## config.mk

```make
export PLATFORM = sky130hd
export DESIGN_NAME = rom_programmer_flat
export DESIGN_NICKNAME = d
export VERILOG_FILES = /design/src/rtl/rom_chip_pkg.sv /design/src/rtl/rom_programmer_if.sv /design/src/rtl/rom_timer.sv /design/src/rtl/rom_programmer.sv /design/src/flat_wrapper.sv
export SDC_FILE = /design/constraint.sdc
export NUM_CORES = 1
export LEC_CHECK = 0
export CORE_UTILIZATION = 40
export CTS_CLUSTER_DIAMETER = 30
export DETAILED_ROUTE_END_ITERATION = 8
export GPL_ROUTABILITY_DRIVEN = 0
export MAX_ROUTING_LAYER = met4
export PLACE_DENSITY_LB_ADDON = 0.1
export SLEW_MARGIN = 10
export SYNTH_ARGS = -nofsm -noshare
export SYNTH_HDL_FRONTEND = slang
export SYNTH_SLANG_ARGS = --single-unit
```

## constraint.sdc

```tcl
create_clock -name clk -period 6.36 [get_ports clk]
set_input_delay 1.908 -clock clk [delete_from_list [all_inputs] [get_ports clk]]
set_output_delay 1.908 -clock clk [all_outputs]
set_load 0.01 [all_outputs]
```

## src/rtl/rom_chip_pkg.sv

```systemverilog
// Shared constants for the 556PT5 (3604) / 556PT4 (3601) fuse PROM programmer:
// rail operation codes, result codes, FSM state encodings and chip widths.
package rom_chip_pkg;

    // operation[3:0] drives V4..V1; shared with the reader path
    localparam logic [3:0] OP_OFF  = 4'b0000;
    localparam logic [3:0] OP_READ = 4'b1100;
    localparam logic [3:0] OP_PROG = 4'b1110;

    typedef enum logic [1:0] {
        ST_OK              = 2'b00,
        ST_OVERBLOWN       = 2'b01,
        ST_RETRY_EXHAUSTED = 2'b10,
        ST_ABORTED         = 2'b11
    } status_e;

    typedef logic [2:0] state_t;

    localparam state_t S_IDLE    = 3'd0;
    localparam state_t S_READ    = 3'd1;
    localparam state_t S_EVAL    = 3'd2;
    localparam state_t S_SETUP   = 3'd3;
    localparam state_t S_PULSE   = 3'd4;
    localparam state_t S_RECOVER = 3'd5;
    localparam state_t S_DONE    = 3'd6;

    localparam int PT5_DATA_WIDTH    = 8;
    localparam int PT5_ADDRESS_WIDTH = 9;
    localparam int PT4_DATA_WIDTH    = 4;
    localparam int PT4_ADDRESS_WIDTH = 8;

    function automatic logic [3:0] op_for_state(input state_t s);
        logic [3:0] op;
        case (s)
            S_READ:  op = OP_READ;
            S_PULSE: op = OP_PROG;
            default: op = OP_OFF;
        endcase
        return op;
    endfunction

    function automatic int max4(input int a, input int b, input int c, input int d);
        int m;
        m = a;
        if (b > m) m = b;
        if (c > m) m = c;
        if (d > m) m = d;
        return m;
    endfunction

endpackage

```

## src/rtl/rom_programmer_if.sv

```systemverilog
// Host command interface of the PROM programmer: one (address, data) command
// per valid/ready handshake plus abort, progress and result reporting.
interface rom_programmer_if
    import rom_chip_pkg::*;
#(
    parameter int DATA_WIDTH    = 8,
    parameter int ADDRESS_WIDTH = 9
);
    logic                     cmd_valid;
    logic                     cmd_ready;
    logic [ADDRESS_WIDTH-1:0] cmd_address;
    logic [DATA_WIDTH-1:0]    cmd_data;
    logic                     abort;
    logic                     busy;
    logic                     done;
    status_e                  status;

    modport master (
        output cmd_valid, cmd_address, cmd_data, abort,
        input  cmd_ready, busy, done, status
    );

    modport slave (
        input  cmd_valid, cmd_address, cmd_data, abort,
        output cmd_ready, busy, done, status
    );
endinterface

```

## src/rtl/rom_timer.sv

```systemverilog
// Loadable down-counter; terminal is high while the count sits at zero.
// Loading N-1 on state entry makes the state last exactly N cycles.
module rom_timer #(
    parameter int WIDTH = 6
) (
    input  logic             clk,
    input  logic             reset,
    input  logic             load,
    input  logic [WIDTH-1:0] load_value,
    output logic             terminal
);
    logic [WIDTH-1:0] count_reg;

    always_ff @(posedge clk) begin
        if (reset) begin
            count_reg <= '0;
        end else if (load) begin
            count_reg <= load_value;
        end else if (count_reg != '0) begin
            count_reg <= count_reg - WIDTH'(1);
        end
    end

    assign terminal = (count_reg == '0);
endmodule

```

## src/rtl/rom_programmer.sv

```systemverilog
// Fuse PROM word programmer: read-verify loop that pulses the lowest missing
// bit, retrying up to MAX_PULSES times per bit before giving up.
module rom_programmer
    import rom_chip_pkg::*;
#(
    parameter int DATA_WIDTH     = 8,
    parameter int ADDRESS_WIDTH  = 9,
    parameter int SETUP_CYCLES   = 10,
    parameter int PULSE_CYCLES   = 50,
    parameter int RECOVER_CYCLES = 10,
    parameter int READ_CYCLES    = 4,
    parameter int MAX_PULSES     = 8
) (
    input  logic                     clk,
    input  logic                     reset,
    rom_programmer_if.slave          host,
    output logic [3:0]               operation,
    output logic [ADDRESS_WIDTH-1:0] address_line,
    output logic [DATA_WIDTH-1:0]    data_line,
    output logic                     data_drive_en,
    input  logic [DATA_WIDTH-1:0]    data_line_in
);
    localparam int MAX_CYC = max4(SETUP_CYCLES, PULSE_CYCLES, RECOVER_CYCLES, READ_CYCLES);
    localparam int TIMER_W = (MAX_CYC > 1) ? $clog2(MAX_CYC) : 1;
    localparam int ATT_W   = $clog2(MAX_PULSES + 1);
    localparam int BIT_W   = (DATA_WIDTH > 1) ? $clog2(DATA_WIDTH) : 1;

    state_t                   state_reg, state_next;
    logic [ADDRESS_WIDTH-1:0] address_reg;
    logic [DATA_WIDTH-1:0]    target_reg;
    logic [DATA_WIDTH-1:0]    rb_reg;
    logic [DATA_WIDTH-1:0]    data_line_reg, data_line_next;
    logic [ATT_W-1:0]         attempts_reg, attempts_next;
    logic [BIT_W-1:0]         last_bit_reg, last_bit_next;
    logic                     abort_pend_reg, abort_pend_next;
    logic [3:0]               operation_reg;
    logic                     drive_reg;
    logic                     done_reg;
    status_e                  status_reg;
    status_e                  result;

    logic                     accept;
    logic                     timer_load;
    logic [TIMER_W-1:0]       timer_value;
    logic                     timer_done;

    logic [DATA_WIDTH-1:0]    pending;
    logic                     overblown;
    logic [BIT_W-1:0]         bit_idx;
    logic [ATT_W:0]           attempts_cand;
    logic [ATT_W-1:0]         attempts_sat;
    logic                     exhausted;

    rom_timer #(.WIDTH(TIMER_W)) u_timer (
        .clk        (clk),
        .reset      (reset),
        .load       (timer_load),
        .load_value (timer_value),
        .terminal   (timer_done)
    );

    assign accept = (state_reg == S_IDLE) && host.cmd_valid;

    // Readback evaluation: bits set on chip but not wanted can never be undone.
    always_comb begin
        pending   = target_reg & ~rb_reg;
        overblown = |(rb_reg & ~target_reg);
        bit_idx   = '0;
        for (int k = DATA_WIDTH - 1; k >= 0; k--) begin
            if (pending[k]) bit_idx = BIT_W'(k);
        end
        if (bit_idx == last_bit_reg) begin
            attempts_cand = {1'b0, attempts_reg} + (ATT_W + 1)'(1);
        end else begin
            attempts_cand = (ATT_W + 1)'(1);
        end
        // Compare before saturating so the limit still trips when MAX_PULSES+1 is a power of two
        exhausted    = attempts_cand > (ATT_W + 1)'(MAX_PULSES);
        attempts_sat = attempts_cand[ATT_W] ? {ATT_W{1'b1}} : attempts_cand[ATT_W-1:0];
    end

    always_comb begin
        state_next      = state_reg;
        data_line_next  = data_line_reg;
        attempts_next   = attempts_reg;
        last_bit_next   = last_bit_reg;
        abort_pend_next = abort_pend_reg;
        result          = ST_OK;
        case (state_reg)
            S_IDLE: begin
                if (host.cmd_valid) begin
                    state_next      = S_READ;
                    attempts_next   = '0;
                    last_bit_next   = '0;
                    abort_pend_next = 1'b0;
                    data_line_next  = '0;
                end
            end
            S_READ: begin
                if (host.abort) begin
                    result     = ST_ABORTED;
                    state_next = S_DONE;
                end else if (timer_done) begin
                    state_next = S_EVAL;
                end
            end
            S_EVAL: begin
                if (host.abort) begin
                    result     = ST_ABORTED;
                    state_next = S_DONE;
                end else if (overblown) begin
                    result     = ST_OVERBLOWN;
                    state_next = S_DONE;
                end else if (pending == '0) begin
                    result     = ST_OK;
                    state_next = S_DONE;
                end else begin
                    last_bit_next = bit_idx;
                    attempts_next = attempts_sat;
                    if (exhausted) begin
                        result     = ST_RETRY_EXHAUSTED;
                        state_next = S_DONE;
                    end else begin
                        data_line_next = DATA_WIDTH'(1) << bit_idx;
                        state_next     = S_SETUP;
                    end
                end
            end
            S_SETUP, S_PULSE: begin
                // An abort still pays the full recovery time so the rails settle
                if (host.abort) begin
                    abort_pend_next = 1'b1;
                    data_line_next  = '0;
                    state_next      = S_RECOVER;
                end else if (timer_done) begin
                    if (state_reg == S_SETUP) begin
                        state_next = S_PULSE;
                    end else begin
                        data_line_next = '0;
                        state_next     = S_RECOVER;
                    end
                end
            end
            S_RECOVER: begin
                if (host.abort) abort_pend_next = 1'b1;
                if (timer_done) begin
                    if (abort_pend_reg || host.abort) begin
                        result     = ST_ABORTED;
                        state_next = S_DONE;
                    end else begin
                        state_next = S_READ;
                    end
                end
            end
            S_DONE: begin
                state_next = S_IDLE;
            end
            default: begin
                state_next = S_IDLE;
            end
        endcase
    end

    always_comb begin
        timer_load  = (state_next != state_reg);
        timer_value = '0;
        case (state_next)
            S_READ:    timer_value = TIMER_W'(READ_CYCLES - 1);
            S_SETUP:   timer_value = TIMER_W'(SETUP_CYCLES - 1);
            S_PULSE:   timer_value = TIMER_W'(PULSE_CYCLES - 1);
            S_RECOVER: timer_value = TIMER_W'(RECOVER_CYCLES - 1);
            default:   timer_value = '0;
        endcase
    end

    // Socket-side outputs are registered from state_next so the rails never glitch
    always_ff @(posedge clk) begin
        if (reset) begin
            state_reg      <= S_IDLE;
            address_reg    <= '0;
            target_reg     <= '0;
            rb_reg         <= '0;
            data_line_reg  <= '0;
            attempts_reg   <= '0;
            last_bit_reg   <= '0;
            abort_pend_reg <= 1'b0;
            operation_reg  <= OP_OFF;
            drive_reg      <= 1'b0;
            done_reg       <= 1'b0;
            status_reg     <= ST_OK;
        end else begin
            state_reg      <= state_next;
            data_line_reg  <= data_line_next;
            attempts_reg   <= attempts_next;
            last_bit_reg   <= last_bit_next;
            abort_pend_reg <= abort_pend_next;
            if (accept) begin
                address_reg <= host.cmd_address;
                target_reg  <= host.cmd_data;
            end
            if ((state_reg == S_READ) && timer_done) begin
                rb_reg <= data_line_in;
            end
            operation_reg <= op_for_state(state_next);
            drive_reg     <= (state_next == S_SETUP) || (state_next == S_PULSE);
            done_reg      <= (state_next == S_DONE);
            if (state_next == S_DONE) begin
                status_reg <= result;
            end
        end
    end

    assign host.cmd_ready = (state_reg == S_IDLE);
    assign host.busy      = (state_reg != S_IDLE);
    assign host.done      = done_reg;
    assign host.status    = status_reg;
    assign operation      = operation_reg;
    assign address_line   = address_reg;
    assign data_line      = data_line_reg;
    assign data_drive_en  = drive_reg;
endmodule

```

## src/flat_wrapper.sv

```systemverilog
// flat-port wrapper written by rule: the top's interface ports become plain ports
module rom_programmer_flat import rom_chip_pkg::*;
#(
    parameter int DATA_WIDTH     = 8,
    parameter int ADDRESS_WIDTH  = 9,
    parameter int SETUP_CYCLES   = 10,
    parameter int PULSE_CYCLES   = 50,
    parameter int RECOVER_CYCLES = 10,
    parameter int READ_CYCLES    = 4,
    parameter int MAX_PULSES     = 8
)
  (clk, reset, operation, address_line, data_line, data_drive_en, data_line_in, host_cmd_valid, host_cmd_address, host_cmd_data, host_abort, host_cmd_ready, host_busy, host_done, host_status);
  rom_programmer_if #(.DATA_WIDTH(DATA_WIDTH), .ADDRESS_WIDTH(ADDRESS_WIDTH)) host_i ();
  input  logic clk;
  input  logic reset;
  output logic [3:0] operation;
  output logic [ADDRESS_WIDTH-1:0] address_line;
  output logic [DATA_WIDTH-1:0] data_line;
  output logic data_drive_en;
  input  logic [DATA_WIDTH-1:0] data_line_in;
  input wire logic [$bits(host_i.cmd_valid)-1:0] host_cmd_valid;
  input wire logic [$bits(host_i.cmd_address)-1:0] host_cmd_address;
  input wire logic [$bits(host_i.cmd_data)-1:0] host_cmd_data;
  input wire logic [$bits(host_i.abort)-1:0] host_abort;
  output wire logic [$bits(host_i.cmd_ready)-1:0] host_cmd_ready;
  output wire logic [$bits(host_i.busy)-1:0] host_busy;
  output wire logic [$bits(host_i.done)-1:0] host_done;
  output wire logic [$bits(host_i.status)-1:0] host_status;
  assign host_i.cmd_valid = host_cmd_valid;
  assign host_i.cmd_address = host_cmd_address;
  assign host_i.cmd_data = host_cmd_data;
  assign host_i.abort = host_abort;
  assign host_cmd_ready = host_i.cmd_ready;
  assign host_busy = host_i.busy;
  assign host_done = host_i.done;
  assign host_status = host_i.status;
  rom_programmer #(.DATA_WIDTH(DATA_WIDTH), .ADDRESS_WIDTH(ADDRESS_WIDTH), .SETUP_CYCLES(SETUP_CYCLES), .PULSE_CYCLES(PULSE_CYCLES), .RECOVER_CYCLES(RECOVER_CYCLES), .READ_CYCLES(READ_CYCLES), .MAX_PULSES(MAX_PULSES)) u_core (.clk(clk), .reset(reset), .host(host_i), .operation(operation), .address_line(address_line), .data_line(data_line), .data_drive_en(data_drive_en), .data_line_in(data_line_in));
endmodule
```

==> summary by stage, run 1 <==
Final layout
The library cells used most frequently in the layout, excluding fill and tap cells, are sky130_fd_sc_hd__nand2_1, sky130_fd_sc_hd__dfxtp_1, sky130_fd_sc_hd__clkdlybuf4s50_1, sky130_fd_sc_hd__a21oi_1, sky130_fd_sc_hd__nand2b_1. The filler cell count in the final layout is 778. After routing the design area is between 3000 and 4000 um2. Relative to the synthesized area, the layout overhead comes to 21.4%. The area taken by multi-input logic gates is slightly below 2000 um2. Across the whole layout, storage elements account for roughly 1100 um2. After the last flow step, the layout net total stands at around 470. The repair_antennas step left the layout with diodes totalling 0. The most common cell after layout, fill and taps aside is sky130_fd_sc_hd__nand2_1. The layout cell share with drive strength beyond 1 is slightly below 7%. The register with the most flip-flops in the layout has 9 of them.

STA
Setup repair after global routing left no endpoint under its margin. The clock period minus worst slack is ~4.0 ns. Across the routed clock network, the largest skew measured is 0.0117 ns. In this run the tightest slew margin relative to its limit is around a quarter. Setup violations remaining at the end of the flow were counted as 0. The measured slew at the worst slew-check pin is approximately 1.1 ns. The max-slew violation total from the final report is 0. For the final routed database, the setup TNS stands at 0 ns.

The number of failing hold endpoints at the final stage came to 0. The maximum clock rate is approximately 0.25 GHz. The final period utilization is a little over three fifths.

Yosys
The fraction of registers with async set/reset is 0%. For this run, the leading register cell type out of synthesis is sky130_fd_sc_hd__dfxtp_1. The post-synth net total is 430. Summed over its instances, the top area cell type makes up a little over a third of the synthesized netlist area. After synthesis the cells add up to around 3200 um2. Yosys printed 0 warnings. In the post-synthesis netlist, the biggest area contributors are sky130_fd_sc_hd__dfxtp_1, sky130_fd_sc_hd__nand2_1, sky130_fd_sc_hd__a21oi_1.

In this run, synthesis inferred 0 flip-flops with an integrated enable. After synthesis, flip-flops and latches occupy 35.3% of the total area. Synthesis handed over a netlist of about 400 instances. The synthesized design spends more area on one cell type than any other, namely sky130_fd_sc_hd__dfxtp_1. The number of distinct standard cells referenced by the synthesized netlist is 66. Counting flops and latches in the post-synthesis netlist gives 56. Dividing the synthesized area by the synthesized cell count gives 7.97 um2.

Detailed routing
The first detailed-routing pass ran for 5 iterations. For this block, the routed nets add up to 7600 um of wire. The wire length per cell is between 10 and 15 um. The routed metal-1 wirelength is approximately 3900 um.

The total length of routed met2 wires is around 3400 um. The top routing layer in use is met4. After the first detailed-routing iteration, the DRC count stood at between 150 and 200.

The detail route stage leaves a number of antenna-violating nets equal to 0. Wire segments on met3 add up to ~230 um in the final route. The detailed-route via count is a little under 3,000.

The remaining routing DRC violations is 0. The vias per cell is between 5 and 6.

Pwr
Sequential cells burn 30.8% of the power. The analysis attributes to net switching a power of around 770 uW. The analysis attributes to cell leakage a power of 0.00135 uW. The combinational share of power is between 50% and 60%. The maximum VDD drop is roughly 0.16 mV. In this run, the clock network consumes a little under an eighth of the power. The switching portion of total power is a little under half. In this run the power density over the cells is between 400 and 500 nW/um2.

The internal cell power is slightly above 900 uW. The total power is ~1700 uW.

CTS
TritonCTS built the clock tree. The number of setup buffers added after CTS is 0. The clock root buffer is sky130_fd_sc_hd__clkbuf_8. The clock reaches the later pin of the worst-skew pair after approximately 0.31 ns. For this design, the CTS-stage hold fixing added 0 buffers. The total CTS buffers is 5.

In this run the number of H-tree levels came out at 2. The number of sinks on the clock net is 56. After clock tree synthesis, the clock-pin slew on the worst setup and hold paths is roughly 0.11 ns. After clock tree synthesis, the repair step resized 0 gates.

The clock passes through at most 2 buffers.

Min path
The cell depth of the worst hold path is 2. The class of the tightest hold or removal check is reg -> reg. The worst-case hold path end point is u_core.address_line[5].

The startpoint of the lowest-slack hold path is u_core.address_line[5].

Placed design
The half-perimeter wire length of the detailed placement result is roughly 5600 um. Port buffering added 54 buffers. Once placement finished, the instance area stood at roughly 3800 um2.

Critical path
In this run the register-to-register setup slack is 3.59 ns. The critical path arrival is roughly 4.3 ns. STA classifies the critical path endpoint as a flip-flop. In this run the critical register-to-register path is captured at u_core.rb_reg[4]. The length in cells of the worst reg-to-reg path is 7. The required time at the worst-slack endpoint is 6.59 ns. Of all nets on the critical path, the largest fanout is 13. STA classifies the critical path startpoint as an input port. The critical path class is in -> reg. The worst register-to-register path begins at u_core.u_timer.count_reg[0].

GRT
The overall overflow remaining after global route is 0. The global-route wire length before repair is 13,200 um. The initial antenna violation count is 0.

Entering global routing, the biggest net connects 56 pins. The via count of the first global-routing pass is about 2,700. Global routing used 19.7% of the available tracks.

Status
The run finished with clean final reports.

Die
The die outline height is roughly 90 um. The count of boundary I/O pins is 56. Once the floorplan was initialized, standard cells occupied about two fifths of the core. The die footprint is 8310 um2. In this run the horizontal extent of the chip is between 90 and 100 um. The floorplan has 32 rows.

The core outline area is 7690 um2.

Job
Max-cap violations in this run came to 0.
-- routing by layer --
layer / vias to the layer above / GRT usage (%)
met1: 1390 / 27.8
met4: 0 / 3.70
met3: 2 / 2.85
met2: 55 / 30.1
li1: 1502 / -
met5: - / -
-- worst max-delay path by stage --
| stage | startpoint | endpoint | cells after the start |
|---|---|---|---|
| after floorplan | host_abort | u_core.u_timer.count_reg[0] | 7 |
| after global placement | host_abort | u_core.u_timer.count_reg[0] | 8 |
| after detailed placement | host_abort | u_core.u_timer.count_reg[0] | 8 |
| after CTS | host_abort | u_core.u_timer.count_reg[0] | 8 |
| after global routing | host_abort | u_core.u_timer.count_reg[0] | 8 |
| final | host_abort | u_core.u_timer.count_reg[0] | 8 |
-- worst max-delay path, stage by stage --
cell and delay (ns):
sky130_fd_sc_hd__clkdlybuf4s50_1 0.64, sky130_fd_sc_hd__nor2b_1 0.24, sky130_fd_sc_hd__nor4b_1 0.35, sky130_fd_sc_hd__o32a_1 0.25, sky130_fd_sc_hd__o21ai_0 0.09, sky130_fd_sc_hd__a21oi_1 0.40, sky130_fd_sc_hd__a21boi_0 0.16, sky130_fd_sc_hd__o31ai_1 0.21
-- power by group through the flow --
| stage | registers, uW | logic [uW] | clock network (uW) |
|---|---|---|---|
| CTS | 519 | 972 | 207 |
| global route | 536 | 1070 | 222 |
| finish | 519 | 970 | 198 |
| global placement | 524 | 962 | 0 |
| detailed placement | 526 | 967 | 0 |
| floorplan | 489 | 728 | 0 |
-- final cells by class --
type,count,share of cell area (%)
multi-input cells,317,50.6
flip-flops and latches,56,29.1
repair buffers,54,13.9
well taps,102,3.31
clock buffers,5,1.78
inverters,8,0.778
clock inverters,3,0.551
-- kinds of logic after synthesis --
family	share of synthesized area (%)
AOI/OAI and AO/OA	24.6
xor gates and xnor gates	0.276
adders and majority gates	0.787
buffers and inverters	3.39
DFF	35.3
muxes	4.21
other	0.118
and+or+nand+nor	31.3
-- stage by stage --
step                worst slack [ns]  util (%)  hold slack [ns]  cells
floorplan                       2.81         -            0.449    399
global placement                2.12      49.0            0.443    537
detailed placement              2.06      49.0            0.445    537
CTS                             2.38      50.2            0.461    545
global route                    2.11      50.2            0.484    545
finish                          2.34      50.2            0.458    545
-- Yosys cell counts, types with 2 or more instances --
cell type                    n
sky130_fd_sc_hd__a211oi_1    7
sky130_fd_sc_hd__mux2i_1    10
sky130_fd_sc_hd__a21o_1      3
sky130_fd_sc_hd__mux2_2      3
sky130_fd_sc_hd__o211ai_1    3
sky130_fd_sc_hd__or3_1       2
sky130_fd_sc_hd__nand2b_1   33
sky130_fd_sc_hd__inv_1       8
sky130_fd_sc_hd__nor3_1      9
sky130_fd_sc_hd__nand2_1    84
sky130_fd_sc_hd__a21boi_0    2
sky130_fd_sc_hd__o32ai_1     2
sky130_fd_sc_hd__nor4_1      2
sky130_fd_sc_hd__a211o_1     2
sky130_fd_sc_hd__o2111ai_1   2
sky130_fd_sc_hd__buf_2       2
sky130_fd_sc_hd__ha_1        2
sky130_fd_sc_hd__o311ai_0    2
sky130_fd_sc_hd__nor3b_1     3
sky130_fd_sc_hd__nor2b_1     7
sky130_fd_sc_hd__dfxtp_1    56
sky130_fd_sc_hd__nor2_1     12
sky130_fd_sc_hd__o21ai_0    10
sky130_fd_sc_hd__nand4_1     2
sky130_fd_sc_hd__a22oi_1     2
sky130_fd_sc_hd__nor2b_4     2
sky130_fd_sc_hd__clkbuf_1   13
sky130_fd_sc_hd__and2_1      4
sky130_fd_sc_hd__nand3_1     7
sky130_fd_sc_hd__or2_2       2
sky130_fd_sc_hd__or4_1       4
sky130_fd_sc_hd__and2b_1     2
sky130_fd_sc_hd__nor2b_2     2
sky130_fd_sc_hd__and3_1      4
sky130_fd_sc_hd__a21oi_1    52
sky130_fd_sc_hd__buf_4       2
sky130_fd_sc_hd__a2111oi_0   2
sky130_fd_sc_hd__a31oi_1     4
sky130_fd_sc_hd__o31ai_1     2
Note: power is estimated with default switching activity, not from simulation.
==> run 2: changes to the inputs <==
==> constraint.sdc (replaced) <==
create_clock -name clk -period 3.4 [get_ports clk]
set_input_delay 1.02 -clock clk [delete_from_list [all_inputs] [get_ports clk]]
set_output_delay 1.02 -clock clk [all_outputs]
set_load 0.01 [all_outputs]
==> run 2 against run 1 <==
Compared with the run above: sequential cell count did not move; hold slack barely moved; core utilization rose by 1.1 points; wire length rose by 6.4%; count of clock-buffer cells in the layout did not move; clock power rose by 92%; power rose by 94%; global-route usage rose by 0.95 points; die area did not move; non-clock buffer count rose by 11; final area rose by 2.1%; sequential share of layout area fell by 0.61 points; critical endpoint unchanged.
==> summary by stage, run 2 (same netlist as run 1, synthesis figures left out) <==
GRT
The overall overflow remaining after global route is 0 (unchanged). The via count of the first global-routing pass came to 2,785 (+1.9%). The global-route wire length before repair is 13,600 um (+3.2%). The global-route total usage across every layer came to 20.7% (+0.95 points). The initial antenna violation count is 0 (unchanged). The largest net degree at the start of global routing is 30 (-46%).

STA
Dividing the final minimum period by the clock period gives 91.8%. The clock tree skew after final layout is 0.00498 ns (-0.00676 ns). Setup repair after global routing left no endpoint under its margin. Timing would allow up to around 0.32 GHz. The number of failing hold endpoints at the final stage is 0 (unchanged). The final worst setup slack came to 0.279 ns (-2.06 ns). The count of endpoints failing setup in the final report is 0 (unchanged).

The worst slew margin relative to its limit was 55.1% (+29 points). The max-slew violation total from the final report was 0 (unchanged). The measured slew at the worst slew-check pin is 0.666 ns (-0.431 ns). The aggregate negative setup slack is 0 ns (unchanged). Counting I/O delays and the setup requirement, the final critical path takes roughly 3.1 ns.

Final layout
The filler cell count in the final layout is 783 (+0.64%). The relative area change from synthesis to final layout is 24.0%. The final layout net count is 484 (+2.3%). The number of flip-flops under the largest register name came to 9 (unchanged).

The layout cell share with drive strength beyond 1 came to 9.03% (+2.3 points). The antenna diode instance count is 0 (unchanged). The most common cell after layout, fill and taps aside is sky130_fd_sc_hd__nand2_1.

The area taken by multi-input logic gates is 1950 um2 (unchanged). The register cell area after layout is 1120 um2 (unchanged). In the layout the commonest cells are sky130_fd_sc_hd__nand2_1, sky130_fd_sc_hd__dfxtp_1, sky130_fd_sc_hd__clkdlybuf4s50_1, sky130_fd_sc_hd__a21oi_1, sky130_fd_sc_hd__nand2b_1. The end-of-flow core utilization came to 51.3% (+1.1 points).

Placed design
The count of input and output buffers was 54 (unchanged). The setup slack after placement is -0.00146 ns (-2.06 ns). The half-perimeter wire length of the detailed placement result is 5940 um (+5.1%).

CTS
The number of H-tree branching levels is 2 (unchanged). The number of sinks on the clock net came to 56 (unchanged). The clock edge transition at the registers on the reported setup and hold paths is 0.10 ns (about the same). The clock latency reported for the late side of the worst-skew pair is 0.31 ns (about the same).

The CTS tree is yes. The cts-stage hold buffer count came to 0 (unchanged). The buffer levels on the longest clock path came to 2 (unchanged).

CTS placed an instance of sky130_fd_sc_hd__clkbuf_8 at the clock tree root. The quantity of gates resized following cts was 0 (unchanged). The number of setup buffers added after CTS came to 0 (unchanged).

The total CTS buffers came to 5 (unchanged).

Min path
The startpoint of the lowest-slack hold path is u_core.address_line[5]. The class of the tightest hold or removal check is reg -> reg.

Detailed routing
The remaining routing DRC violations came to 0 (unchanged). The vias per cell was 5.49 (+1.4%). The number of DRC markers in iteration 0 came to 180 (-4.3%). The detailed-routing iteration count for the pre-antenna-repair pass was 5 (unchanged). The wire length per cell came to 14.5 um (+4.3%). The final antenna-violating net count was 0 (unchanged). The final wirelength is 8090 um (+6.4%). The detailed-route via count is 3,051 (+3.5%).

Die
The core outline area was 7690 um2 (unchanged). The number of cell rows is 32 (unchanged). The effective utilization at floorplan is 41.3% (unchanged). The horizontal die dimension is 91.1 um (unchanged). The die footprint is 8310 um2 (unchanged). The die outline height came to 91.1 um (unchanged).

The count of boundary I/O pins is 56 (unchanged).

Critical path
The critical path arrival came to 3.36 ns (-0.89 ns). The setup slack on the worst flop-to-flop path is 0.75 ns (-2.84 ns). Tracing the worst setup path back leads to its startpoint at host_abort. The worst setup path is captured at a flip-flop. The startpoint of the worst-slack reg-to-reg timing path is u_core.u_timer.count_reg[0]. The critical path class is in -> reg. The required time at the worst-slack endpoint was 3.63 ns (-2.96 ns). STA classifies the critical path startpoint as an input port. The worst-path maximum fanout is 11 (-2).

Pwr
The maximum VDD drop is 0.340 mV (+110%). The total power per unit cell area is 831 nW/um2 (+90%). The leakage power figure was 0.00141 uW (+4.0%).

Status
The flow ran to the end, and the final reports show no timing, DRC or antenna violations.

Job
The count of max-cap constraint violations is 0 (unchanged).
## run 2: cell types whose count changed in the layout (fill, tap and decap cells not counted), sizes merged
cell / previous run / this run
buf: 1 / 12
## run 2: final timing paths
path	to	depth (start not counted)
setup reg to reg	u_core.u_timer.count_reg[0]	9
hold reg to reg	u_core.address_line[5]	2
setup / recovery	u_core.u_timer.count_reg[0]	7
hold / removal	u_core.address_line[5]	2
## run 2: where the power goes
group / switching (uW) / total, uW / internal [uW]
Sequential: 151 / 947 / 797
Combinational: 1090 / 1950 / 852
Clock: 233 / 380 / 147
Total: 1480 / 3270 / 1800
## run 2: cell type report
class / count / area share, %
multi-input combinational: 317 / 49.6
inverter: 8 / 0.762
timing repair buffer: 65 / 15.7
clock buffer: 5 / 1.75
sequential: 56 / 28.4
tap: 102 / 3.24
clock inverter: 3 / 0.540
## run 2: stage by stage
step	power [uW]	area, um2	hold WS [ns]	instances
after floorplan	2280	3180	0.449	399
after global placement	2870	3850	0.442	548
after detailed placement	2880	3850	0.448	548
after CTS	3270	3940	0.463	556
after global routing	3520	3940	0.474	556
final	3270	3940	0.458	556
## run 2: metal layers
| metal | track usage, % | part of all wire [%] | vias up |
|---|---|---|---|
| met4 | 4.63 | 0.94 | 0 |
| met5 | - | 0 | - |
| met3 | 3.10 | 4.4 | 9 |
| li1 | - | - | 1527 |
| met1 | 29.0 | 51 | 1416 |
| met2 | 31.3 | 44 | 99 |
## run 2: worst max-delay path, cell delays in order
cell and delay [ns]:
sky130_fd_sc_hd__clkdlybuf4s50_1 0.63, sky130_fd_sc_hd__a2111oi_0 0.66, sky130_fd_sc_hd__nor2_1 0.08, sky130_fd_sc_hd__a21bo_2 0.22, sky130_fd_sc_hd__o211ai_2 0.14, sky130_fd_sc_hd__or4b_1 0.53
sky130_fd_sc_hd__o31ai_1 0.07
